### src/rtl/rand_seq_controller.sv
// Sequencer for the random-order sequence counter: programmable
// next-state table, seed load, free-run / single-step advance.
module rand_seq_controller #(
  parameter int W     = 3,
  parameter int DEPTH = 2**W
) (
  input  logic         clk,
  input  logic         rst,
  input  logic         cfg_we,
  input  logic [W-1:0] cfg_addr,
  input  logic [W-1:0] cfg_data,
  input  logic [W-1:0] seed,
  input  logic         mode,
  input  logic         start,
  input  logic         stop,
  input  logic         step,
  output logic [W-1:0] qout,
  output logic         valid,
  output logic         busy,
  output logic         wrap,
  output logic         cfg_err
);

  typedef enum logic [1:0] {
    IDLE,
    RUN,
    PAUSE
  } state_t;

  state_t       st;
  logic [W-1:0] seed_reg;
  logic [W-1:0] tbl [DEPTH];
  logic [W-1:0] nxt;
  logic         nxt_wrap;

  // successor of the current value and whether it closes the loop
  always_comb begin
    nxt      = tbl[qout];
    nxt_wrap = (nxt == seed_reg);
  end

  always_ff @(posedge clk or posedge rst) begin
    if (rst) begin
      st       <= IDLE;
      qout     <= '0;
      valid    <= 1'b0;
      busy     <= 1'b0;
      wrap     <= 1'b0;
      cfg_err  <= 1'b0;
      seed_reg <= '0;
      for (int i = 0; i < DEPTH; i++)
        tbl[i] <= W'(i + 1);
    end else begin
      wrap    <= 1'b0;
      cfg_err <= 1'b0;
      case (st)
        IDLE: begin
          if (cfg_we)
            tbl[cfg_addr] <= cfg_data;
          if (start && !stop) begin
            seed_reg <= seed;
            qout     <= seed;
            valid    <= 1'b1;
            busy     <= 1'b1;
            st       <= mode ? PAUSE : RUN;
          end
        end
        RUN: begin
          cfg_err <= cfg_we;
          if (stop) begin
            st    <= IDLE;
            valid <= 1'b0;
            busy  <= 1'b0;
          end else begin
            qout <= nxt;
            wrap <= nxt_wrap;
          end
        end
        PAUSE: begin
          cfg_err <= cfg_we;
          if (stop) begin
            st    <= IDLE;
            valid <= 1'b0;
            busy  <= 1'b0;
          end else if (start) begin
            // resume: first free-run advance happens next edge
            st <= RUN;
          end else if (step) begin
            qout <= nxt;
            wrap <= nxt_wrap;
          end
        end
        default: begin
          st    <= IDLE;
          valid <= 1'b0;
          busy  <= 1'b0;
        end
      endcase
    end
  end

endmodule

### config.mk
export PLATFORM = sky130hd
export DESIGN_NAME = rand_seq_controller
export DESIGN_NICKNAME = d
export VERILOG_FILES = /design/src/rtl/rand_seq_controller.sv
export SDC_FILE = /design/constraint.sdc
export NUM_CORES = 1
export LEC_CHECK = 0
export CORE_ASPECT_RATIO = 1.75
export CORE_MARGIN = 10
export CORE_UTILIZATION = 58
export DETAILED_ROUTE_END_ITERATION = 16
export HOLD_SLACK_MARGIN = 0.15
export PLACE_DENSITY_LB_ADDON = 0.1
export SYNTH_ARGS = -nofsm -noshare
export SYNTH_HDL_FRONTEND = slang
export SYNTH_SLANG_ARGS = --single-unit
### constraint.sdc
create_clock -name clk -period 5.8 [get_ports clk]
set_input_delay 0.58 -clock clk [delete_from_list [all_inputs] [get_ports clk]]
set_output_delay 0.58 -clock clk [all_outputs]
set_load 0.03 [all_outputs]
==> qor.csv <==
metric,value,unit
outcome,"complete, no violations",
synthCells,143,
cp_num_buf_inv,1,
final-setup-viol-count,0,
num_io_pins,23,
end_kind,output pin,
drive_above_1_share,0.298,
initial_core_util,0.605,
grt_max_degree,36,
numClockSinks,35,
final-hold-violation-count,0,
dr_total_vias,1165,
die_area,0.00575,mm2
dr.first_iter.drc_count,12,
synth.avg_cell_area,12.4,um2
postRouteAntennaNets,0,
wl,3540,um
avgViaCountPerCell,5.94,
total_power,0.00112,W
fp.dieH,93.1,um
nFillCells,220,
cp-start-kind,register,
cap_violations,0,
wl_per_cell,18.0,um
arrival,1690,ps
clock_skew,8.04,ps
grt_overflow,0,
min_period_over_period,0.392,
syn_area,0.00177,mm2
globalRouteTotalUtil,0.139,
pwr_density_cell,539,mW/mm2
slowest_stage,clkdlybuf4s50_1,
cpPeakStageDelay,770,ps
grt_setup_unrepaired,no,
io_buffers,22,
ys.flop_type,dfrtp_1,
gp_congestion,0.801,
multi_input_area,820,um2
synth_edf_count,0,
cts.path.max_buffers,2,
drc_errors,0,
period_needed,2270,ps
insertion_delay,290,ps
cts_hold_buf,0,
grt_pass1_wl,5980,um
cts_setup_buffers,0,
area.growth.synth_to_final,17.4,%
cts_resized,0,
grt_pass1_vias,1292,
tns,0,ps
tritoncts,yes,
pre_cts_ws,3520,ps
fp-row-count,26,
layout_commonest_cell,mux2_2,
crit_chain,clkdlybuf4s50_1,
layout_common_cells,"mux2_2 (27), dfrtp_1 (23), clkdlybuf4s50_1 (22)",
dr.pass1.iters,3,
die_w,61.8,um
critPathRequiredTime,5220,ps
relSlewSlack,0.691,
yosysWarnings,0,
antenna_found_initial,0,
worstSetupPathType,register to output pin,
vdd.ir_drop.worst,0.299,mV
worstMarginPinSlew,464,ps
seq_area,891,um2
ys_ff_latch,35,
synth_cell_types,30,
worst-path-max-fanout,10,
cts.reportedPaths.clkPinSlew,70,ps
largest_reg_flops,24,
root_buffer,clkbuf_8,
htree_levels,2,
worst_slack,3530,ps
final_nets,186,
core-area,0.00293,mm2
yosysSeqAreaShare,0.503,
finalMaxSlewViolations,0,
async_reset_ff_frac,1.00,
dp_hpwl,2780,um
leakage,0.879,nW
fmax,440,MHz
syn_nets,162,
path_delay_family,buffers and inverters,
hold_class,register to register,
antenna_cells,0,
cts_made_buffers,5,
## final cells by class
class	instances	share of cell area
Timing Repair Buffer	23	0.109
Clock inverter	1	0.00241
Inverter	7	0.0126
Sequential cell	35	0.428
Tap cell	28	0.0168
Multi-Input combinational cell	95	0.394
Clock buffer	7	0.0367
## routing by layer
| layer | up-vias | part of all wire | global-route usage | wire length (um) |
|---|---|---|---|---|
| met2 | 23 | 0.57 | 0.248 | 2010 |
| li1 | 549 | - | - | - |
| met5 | - | 0 | 0 | 0 |
| met3 | 8 | 0.044 | 0.0393 | 155 |
| met4 | 0 | 0.024 | 0.0674 | 84 |
| met1 | 585 | 0.36 | 0.138 | 1290 |
## kinds of logic (layout without fill, tap and decap cells)
kind of cell,after synthesis,in the layout,share of synthesized area
flops,35,35,0.503
simple gates,39,39,0.114
compound gates,12,12,0.0403
buf+inv,13,38,0.0346
fa+ha+maj,3,3,0.0212
mux,38,38,0.273
xor+xnor,3,3,0.0148
## through the flow
stage / util / cells / hold WS [ps] / area [um2]
5_1_grt: 0.711 / 196 / 523 / 2080
3_3_place_gp: 0.683 / 188 / 485 / 2000
4_1_cts: 0.711 / 196 / 500 / 2080
3_5_place_dp: 0.683 / 188 / 486 / 2000
6_report: 0.711 / 196 / 501 / 2080
2_1_floorplan: - / 143 / 470 / 1770
## path summary, 6_finish.rpt
| path | start | end | slack, ps | depth (start not counted) |
|---|---|---|---|---|
| max | qout[0] | qout[0] | 3530 | 1 |
| min | tbl[20] | tbl[20] | 500 | 1 |
| max reg2reg | qout[0] | wrap | 3580 | 5 |
| min reg2reg | tbl[20] | tbl[20] | 500 | 1 |
| max in group asynchronous | rst | tbl[5] | 4750 | 3 |
| min in group asynchronous | rst | st[0] | 700 | 3 |
## power breakdown
part / internal, W / total [W] / switching [W]
Sequential: 0.000391 / 0.000484 / 0.0000921
Clock: 0.0000841 / 0.000166 / 0.0000815
Combinational: 0.000258 / 0.000473 / 0.000214
## synth_stat cells, types with 2 or more instances
| master | n | area share |
|---|---|---|
| clkbuf_1 | 3 | 0.0064 |
| nand3b_1 | 4 | 0.017 |
| mux2_2 | 27 | 0.17 |
| ha_1 | 3 | 0.021 |
| nand2_1 | 10 | 0.021 |
| dfrtp_1 | 23 | 0.32 |
| o22ai_1 | 2 | 0.0071 |
| mux2i_1 | 6 | 0.034 |
| nand3_1 | 3 | 0.0085 |
| or3_1 | 2 | 0.0071 |
| nand2b_1 | 3 | 0.011 |
| dfstp_2 | 12 | 0.18 |
| nor2_1 | 11 | 0.023 |
| xnor2_1 | 3 | 0.015 |
| inv_1 | 7 | 0.015 |
| mux4_1 | 4 | 0.059 |
| o21ai_0 | 7 | 0.020 |
No activity file was read; power rests on OpenSTA's default activity.
